==> config.mk <==
export PLATFORM = sky130hd
export DESIGN_NAME = nebula_config_arbiter
export DESIGN_NICKNAME = d
export VERILOG_FILES = /design/src/rtl/nebula_config_arbiter.sv
export SDC_FILE = /design/constraint.sdc
export NUM_CORES = 1
export LEC_CHECK = 0
export BUFFER_PORTS_ARGS = -buffer_cell sky130_fd_sc_hd__buf_2
export CORE_AREA = 4 4 136 138
export DETAILED_ROUTE_END_ITERATION = 7
export DIE_AREA = 0 0 140 142
export GPL_ROUTABILITY_DRIVEN = 1
export GPL_TIMING_DRIVEN = 0
export PLACE_DENSITY = 0.68
export SYNTH_ARGS = -nofsm -noshare
export SYNTH_HDL_FRONTEND = slang
export SYNTH_SLANG_ARGS = --single-unit
==> constraint.sdc <==
create_clock -name clk -period 5 [get_ports clk]
set_clock_uncertainty 0.05 [all_clocks]
set_input_delay 0.5 -clock clk [delete_from_list [all_inputs] [get_ports clk]]
set_output_delay 0.5 -clock clk [all_outputs]
set_load 0.01 [all_outputs]
==> src/rtl/nebula_config_arbiter.sv <==
// Round-robin owner of the single config port: one transaction in flight, response steered back to its owner.
// Accept T, cfg_req T+1, resp T+3 on a zero-wait target; requester and target stall via valid/ready, hung target times out.
module nebula_config_arbiter #(
   parameter int NUM_REQ        = 4,
   parameter int ADDR_WIDTH     = 16,
   parameter int DATA_WIDTH     = 32,
   parameter int TIMEOUT_CYCLES = 256
) (
   input  logic                                 clk,
   input  logic                                 rst,
   input  logic [NUM_REQ-1:0]                   req_valid,
   output logic [NUM_REQ-1:0]                   req_ready,
   input  logic [NUM_REQ-1:0]                   req_write,
   input  logic [NUM_REQ-1:0][ADDR_WIDTH-1:0]   req_addr,
   input  logic [NUM_REQ-1:0][DATA_WIDTH-1:0]   req_data,
   output logic [NUM_REQ-1:0]                   resp_valid,
   input  logic [NUM_REQ-1:0]                   resp_ready,
   output logic [DATA_WIDTH-1:0]                resp_data,
   output logic                                 resp_error,
   output logic                                 cfg_req_valid,
   input  logic                                 cfg_req_ready,
   output logic                                 cfg_req_write,
   output logic [ADDR_WIDTH-1:0]                cfg_req_addr,
   output logic [DATA_WIDTH-1:0]                cfg_req_data,
   input  logic                                 cfg_resp_valid,
   output logic                                 cfg_resp_ready,
   input  logic [DATA_WIDTH-1:0]                cfg_resp_data,
   input  logic                                 cfg_resp_error,
   output logic                                 busy,
   output logic [$clog2(NUM_REQ)-1:0]           grant_id,
   output logic [15:0]                          timeout_count
);

   localparam int GW = $clog2(NUM_REQ);
   localparam int TW = $clog2(TIMEOUT_CYCLES);
   localparam logic [TW-1:0] TMAX = TW'(TIMEOUT_CYCLES - 1);

   typedef enum logic [1:0] {IDLE, ISSUE, WAIT_RESP, RESP} state_t;

   typedef struct packed {
      logic                  write;
      logic [ADDR_WIDTH-1:0] addr;
      logic [DATA_WIDTH-1:0] data;
   } hdr_t;

   state_t            state;
   hdr_t              hdr;
   logic [GW-1:0]     last_grant;
   logic [TW-1:0]     timer;
   logic              win_vld;
   logic [GW-1:0]     win_idx;
   logic [GW-1:0]     cand;
   logic [NUM_REQ-1:0] owner_oh;

   assign cfg_req_write = hdr.write;
   assign cfg_req_addr  = hdr.addr;
   assign cfg_req_data  = hdr.data;
   assign owner_oh      = NUM_REQ'(1) << grant_id;

   // Search starts just after the last owner, so the last owner ranks lowest.
   always_comb begin
      win_vld = 1'b0;
      win_idx = '0;
      cand    = '0;
      for (int i = 1; i <= NUM_REQ; i++) begin
         cand = GW'((int'(last_grant) + i) % NUM_REQ);
         if (!win_vld && req_valid[cand]) begin
            win_vld = 1'b1;
            win_idx = cand;
         end
      end
   end

   always_comb begin
      req_ready = '0;
      if (state == IDLE && win_vld && !rst)
         req_ready[win_idx] = 1'b1;
   end

   always_ff @(posedge clk) begin
      if (rst) begin
         state          <= IDLE;
         hdr            <= '0;
         last_grant     <= GW'(NUM_REQ - 1);
         grant_id       <= '0;
         timer          <= '0;
         cfg_req_valid  <= 1'b0;
         cfg_resp_ready <= 1'b0;
         resp_valid     <= '0;
         resp_data      <= '0;
         resp_error     <= 1'b0;
         busy           <= 1'b0;
         timeout_count  <= '0;
      end else begin
         case (state)
            IDLE: begin
               cfg_resp_ready <= 1'b1;
               if (win_vld) begin
                  hdr            <= '{write: req_write[win_idx], addr: req_addr[win_idx],
                                      data: req_data[win_idx]};
                  grant_id       <= win_idx;
                  timer          <= '0;
                  cfg_req_valid  <= 1'b1;
                  cfg_resp_ready <= 1'b0;
                  busy           <= 1'b1;
                  state          <= ISSUE;
               end
            end
            ISSUE, WAIT_RESP: begin
               // Timer saturates so a request accepted on the last cycle still gets one response cycle.
               if (timer != TMAX)
                  timer <= timer + 1'b1;
               if (state == ISSUE && cfg_req_ready) begin
                  cfg_req_valid  <= 1'b0;
                  cfg_resp_ready <= 1'b1;
                  state          <= WAIT_RESP;
               end else if (state == WAIT_RESP && cfg_resp_valid) begin
                  cfg_resp_ready <= 1'b0;
                  resp_data      <= cfg_resp_data;
                  resp_error     <= cfg_resp_error;
                  resp_valid     <= owner_oh;
                  state          <= RESP;
               end else if (timer == TMAX) begin
                  cfg_req_valid  <= 1'b0;
                  cfg_resp_ready <= 1'b0;
                  resp_data      <= '0;
                  resp_error     <= 1'b1;
                  resp_valid     <= owner_oh;
                  if (timeout_count != 16'hFFFF)
                     timeout_count <= timeout_count + 16'd1;
                  state          <= RESP;
               end
            end
            RESP: begin
               if (resp_ready[grant_id]) begin
                  resp_valid     <= '0;
                  last_grant     <= grant_id;
                  busy           <= 1'b0;
                  cfg_resp_ready <= 1'b1;
                  state          <= IDLE;
               end
            end
            default: state <= IDLE;
         endcase
      end
   end

endmodule

Word level (Yosys, flattened, before mapping)
Index checks and enable logic that the tools add are counted.
{ "word_totals": {"ramBits": 0, "elab_cells": 129, "out_inout_bits": 111, "rom_bits": 0, "latchBits": 0, "memories": 0, "inputBits": 241, "register_bits": 119} }
{ "op_classes": {"addsub": 6, "eq_ne": 14, "multipliers": 0, "bitwise_logic": 2, "n_div": 0, "muxes": 57, "n_reduce_logical": 28, "shift": 1, "n_lt_le_gt_ge": 7} }
{ "ops": {"columns": ["operator", "count"], "rows": [
  ["$mux W32", 3],
  ["$bmux W32 S2", 1],
  ["$bmux W16 S2", 1],
  ["$mux W1", 22],
  ["$mux W4", 5],
  ["$lt A2 B3 Y1 const B", 6],
  ["$mux W2", 9],
  ["$add A16 B1 Y16 const B", 1],
  ["$mux W16", 1],
  ["$mux W8", 2],
  ["$ne A16 B16 Y1 const B", 1],
  ["$pmux W8 S2", 1],
  ["$bmux W1 S2", 6],
  ["$reduce_and A3 Y1", 4],
  ["$ne A3 B3 Y1 const B", 3],
  ["$add A8 B1 Y8 const B", 1],
  ["$eq A8 B8 Y1 const B", 1],
  ["$logic_and A1 B1 Y1", 8],
  ["$ne A2 B2 Y1 const B", 4],
  ["$ne A8 B8 Y1 const B", 1],
  ["$pmux W4 S2", 1],
  ["$reduce_and A4 Y1", 2],
  ["$reduce_bool A2 Y1", 4],
  ["$pmux W2 S3", 1],
  ["16 further kinds", 26]
]} }

Logic depth before layout (Yosys ltp)
{ "depth": {"ltp_word": 18, "mapped_depth": 9, "depth_no_buf": 7} }

Least setup slack after synthesis
OpenSTA, ideal clock, no wires.
{ "synth_path": {"path_kind": "input to output", "start": "in req_valid[1]", "end": "out req_ready[3]", "stages": 6, "arrival_time_ns": 1.867, "t_required_ns": 4.450, "n_path_buf": 2, "path_slack_ns": 2.583, "cell_sequence": "o211ai_1 -> o21ai_1 -> or4b_1 -> clkbuf_1 -> buf_2 -> nor3b_1"} }
{ "synth_via": {"elab_chain_cells": 17, "word_cells_on_any_way": 30, "cone_classes": "2 x order compare; 19 x mux; 9 x reduce/logical"} }
{ "synth_rtl": {"columns": ["item", "line_no", "rtl"], "rows": [
  ["from (decl)", "11", "input logic [NUM_REQ-1:0] req_valid,"],
  ["$bmux W1 S2", "67", "if (!win_vld && req_valid[cand]) begin"],
  ["$mux W1 (not written as such)", "67", null],
  ["$mux W1", "67", null],
  ["$logic_not A1 Y1", "67", null],
  ["$logic_and A1 B1 Y1", "67", null],
  ["$mux W1", "67", null],
  ["$logic_not A1 Y1", "67", null],
  ["$logic_and A1 B1 Y1", "67", null],
  ["$mux W1", "67", null],
  ["$logic_not A1 Y1", "67", null],
  ["$logic_and A1 B1 Y1", "67", null],
  ["$mux W2", "67", null],
  ["$lt A2 B3 Y1 (not written as such) or $ge A2 B1 Y1 (tied branches)", "77", "req_ready[win_idx] = 1'b1;"],
  ["$logic_and A1 B1 Y1 (not written as such)", "77", null],
  ["$mux W1 (not written as such)", "77", null],
  ["$demux W1 S2", "77", null],
  ["$mux W4 (*)", "76", "if (state == IDLE && win_vld && !rst)"],
  ["to (decl)", "12", "output logic [NUM_REQ-1:0] req_ready,"]
]} }
Mark *: on every way between the ends. The rest lies on a longest branch, timed or not. The select of a mux whose other input is x is not followed.

Worst setup path after layout
{ "layout_path": {"start": "reg state[0]", "end": "out req_ready[0]"} }
{ "layout_via": {"elab_chain_cells": 4} }
{ "layout_rtl": {"columns": ["item", "line_no", "rtl"], "rows": [
  ["from (decl)", "46", "state_t state;"],
  ["from (signal assigned)", "82", "state <= IDLE;"],
  ["from (signal assigned)", "106", "state <= ISSUE;"],
  ["from (signal assigned)", "116", "state <= WAIT_RESP;"],
  ["$logic_not A2 Y1", "76", null],
  ["$logic_and A1 B1 Y1 (2 in series)", "76", null],
  ["$mux W4", "76", null]
]} }
Every way passes these cells.

==> impl_metrics.ini <==
[final_layout]
seqCellArea_um2 = 2380
area_delta_synth_final_pct = 40.3
drive_gt1_share_pct = 36.2
final_cell_mix = 364 x buf_2, 152 x a211oi_1, 119 x dfxtp_1
design_area_um2 = 9060
nFillCells = 1693
multiInputGateArea_um2 = 3550
final_nets = 1360
layout_commonest_cell = buf_2

[global_route]
grt_pass1_vias = 6858
antenna_found_initial = 2
track_usage_pct = 23.2
grt_pass1_wl_um = 37000
gr-total-overflow = 0
grt_max_degree = 17

[setup_path]
cp.buffers_inverters = 4
cp_top_family = buffers and inverters
crit_fanout = 10
cp_data_required_time_ns = 4.45
crit_top_cell = clkbuf_1
crit_type = register to primary output
crit_arrival_ns = 2.63
critPathMaxStageDelay_ns = 0.51
crit_slowest_cell = clkbuf_1
start_kind = register
end_kind = primary output
crit_chain = inv_1 > ha_1 > nor2b_1 > o31a_1 > clkbuf_1 > clkbuf_1 > nor3b_1 > buf_2

[die]
start_util_pct = 37.6
ios = 352
dieArea_um2 = 19900
fp.coreArea_um2 = 17200
fp.dieW_um = 140
die_h_um = 142
rows = 48

[logic_synthesis]
avgSynthCellArea_um2 = 8.69
syn-num-nets = 991
ys_seq_area_share_pct = 36.9
ys_types = 51
netlist_instances = 743
yosys_warnings = 0
ys_seq_elements = 119
synthesis.area_um2 = 6460
ys.flop_type = dfxtp_1
synth_edf_count = 0
synthArstFlopShare_pct = 0

[pwr]
internal_power_uw = 2420
p_sw_share_pct = 37.2
power.static_leakage_uw = 0.00424
switchingPower_uw = 1440
pwr-share-clk_pct = 30.4
p_per_area_nw_per_um2 = 426
comb_power_share_pct = 35.8
ir_worst_vdd_v = 0.000267
seq_power_share_pct = 33.7

[routing]
wl_per_cell_um = 17.9
dr.pass1.iters = 4
viasPerCell = 5.26
antenna_left = 0
drc = 0
via_count = 7115
totalWireLength_um = 24200
drt_iter0_drc = 369

[cts]
clock_latency_ns = 0.41
cts_sinks = 119
post_cts_resize_count = 0
cts_buffers = 17
postCtsHoldBufs = 0
root_buffer = clkbuf_16
cts_tree = yes
h-tree-depth = 4
cts_buffer_depth = 2
clk_pin_slew_worst_paths_ns = 0.06
post_cts_buffers = 0

[status]
outcome = completed

[timing]
drv_slew = 0
max_slew.worst_pin.slew_ns = 0.693
rsz0062_at_grt = false
slew_headroom_pct = 53.3
min_period_ns = 3.18
setup_viol = 0
finalHoldViolCount = 0
max_freq_ghz = 0.314
finalSetupTns_ns = 0
timing.final.crit_share_pct = 63.6

[min_path]
hold_class = input port to register

[placed_design]
io_buffer_count = 350
placed_area_um2 = 8490
gp_congestion = 0.883
hpwl_um = 18800

[run]
maxCapViolations = 0
[worst register-to-register path, cell delays in order (launching register included)]
cell and delay (ns):
dfxtp_1 0.37, inv_1 0.09, ha_1 0.28, buf_4 0.15, a21boi_4 0.22, nand4_2 0.14, a2111o_1 0.48, or4_1 0.43
a21oi_1 0.14
[cell families (layout without fill, tap and decap cells)]
logic type	after synthesis	after routing	synth area share [%]
AO/OA/AOI/OAI	282	282	32.2
AND/OR/NAND/NOR	136	136	10.7
buffers and inverters	129	511	8.12
flip-flops	119	119	36.9
multiplexers	54	54	8.56
XOR/XNOR	16	16	2.17
adder cells (fa/ha/maj)	7	7	1.36
other	0	2	0
[final timing paths]
check,startpoint,to,slack (ns),cells past startpoint
worst max register to register,state[0]$_SDFFE_PP0P_,timeout_count[15]$_SDFFE_PP0P_,2.57,8
worst min-delay path,cfg_resp_data[18],resp_data[18]$_SDFFE_PP0P_,0.28,3
worst min register to register,resp_valid[0]$_SDFFE_PP0P_,resp_valid[0]$_SDFFE_PP0P_,0.40,1
worst max-delay path,state[0]$_SDFFE_PP0P_,req_ready[0],1.82,8
[routing by layer]
metal / wire length, um / track usage (%)
met5: 0 / 0
met4: 564 / 7.45
met3: 1460 / 4.84
met2: 11600 / 38.5
met1: 10600 / 30.6
[area by class of cell]
cell class | instances | share of cell area (%)
inverters | 60 | 2.49
clock buffers | 19 | 4.89
diodes | 2 | 0.0552
clock inverters | 13 | 1.37
multi-input cells | 495 | 39.2
plain buffers | 69 | 3.30
well taps | 225 | 3.11
flip-flops and latches | 119 | 26.3
repair buffers | 350 | 19.3
[flip-flops by register name (all words and copies together), names as in the netlist]
| register | flops |
|---|---|
| cfg_req_data | 32 |
| resp_data | 32 |
| cfg_req_addr | 16 |
| timeout_count | 16 |
| timer | 8 |
| resp_valid | 4 |
| grant_id | 2 |
| last_grant | 2 |
| state | 2 |
| busy | 1 |
| cfg_req_valid | 1 |
| cfg_req_write | 1 |
| cfg_resp_ready | 1 |
| resp_error | 1 |
[Yosys cell counts (all sizes together), types with 2 or more instances]
| cell type | instances | share of area, % |
|---|---|---|
| nor3 | 2 | 0.16 |
| a211oi | 152 | 18 |
| clkbuf | 49 | 2.8 |
| and4 | 4 | 0.54 |
| o21bai | 49 | 5.7 |
| nand2 | 19 | 1.1 |
| o2bb2ai | 2 | 0.27 |
| dfxtp | 119 | 37 |
| and3 | 7 | 0.68 |
| a21o | 3 | 0.35 |
| nand2b | 5 | 0.48 |
| a31oi | 4 | 0.39 |
| or3 | 5 | 0.48 |
| or4 | 2 | 0.23 |
| xor2 | 6 | 0.81 |
| ha | 7 | 1.4 |
| nor2 | 58 | 3.4 |
| a21oi | 13 | 1.0 |
| nor3b | 3 | 0.35 |
| o22ai | 2 | 0.29 |
| mux2i | 53 | 8.2 |
| nand4 | 6 | 0.68 |
| and2 | 2 | 0.19 |
| nor4 | 5 | 0.58 |
| a21boi | 2 | 0.41 |
| a22oi | 33 | 3.8 |
| nor2b | 3 | 0.29 |
| nand3 | 11 | 0.85 |
| buf | 20 | 1.8 |
| xnor2 | 10 | 1.4 |
| o21ai | 12 | 0.93 |
| inv | 60 | 3.5 |
| a211o | 3 | 0.41 |
[metrics by stage]
stage	util (%)	hold WS (ns)	setup WS [ns]	instances	total power, uW
2_1_floorplan	-	0.394	2.58	743	2120
3_3_place_gp	49.4	0.383	1.96	1318	2690
3_5_place_dp	49.4	0.389	1.94	1318	2710
4_1_cts	52.7	0.265	1.72	1350	3890
5_1_grt	52.8	0.264	1.54	1352	4080
6_report	52.8	0.285	1.82	1352	3860
[power by group through the flow]
stage,combinational (uW),sequential (uW),clock (uW)
6_report,1380,1300,1170
5_1_grt,1520,1330,1240
4_1_cts,1390,1300,1190
3_5_place_dp,1390,1320,0
3_3_place_gp,1380,1310,0
2_1_floorplan,708,1410,0
Power figures use the tool's default switching activity.
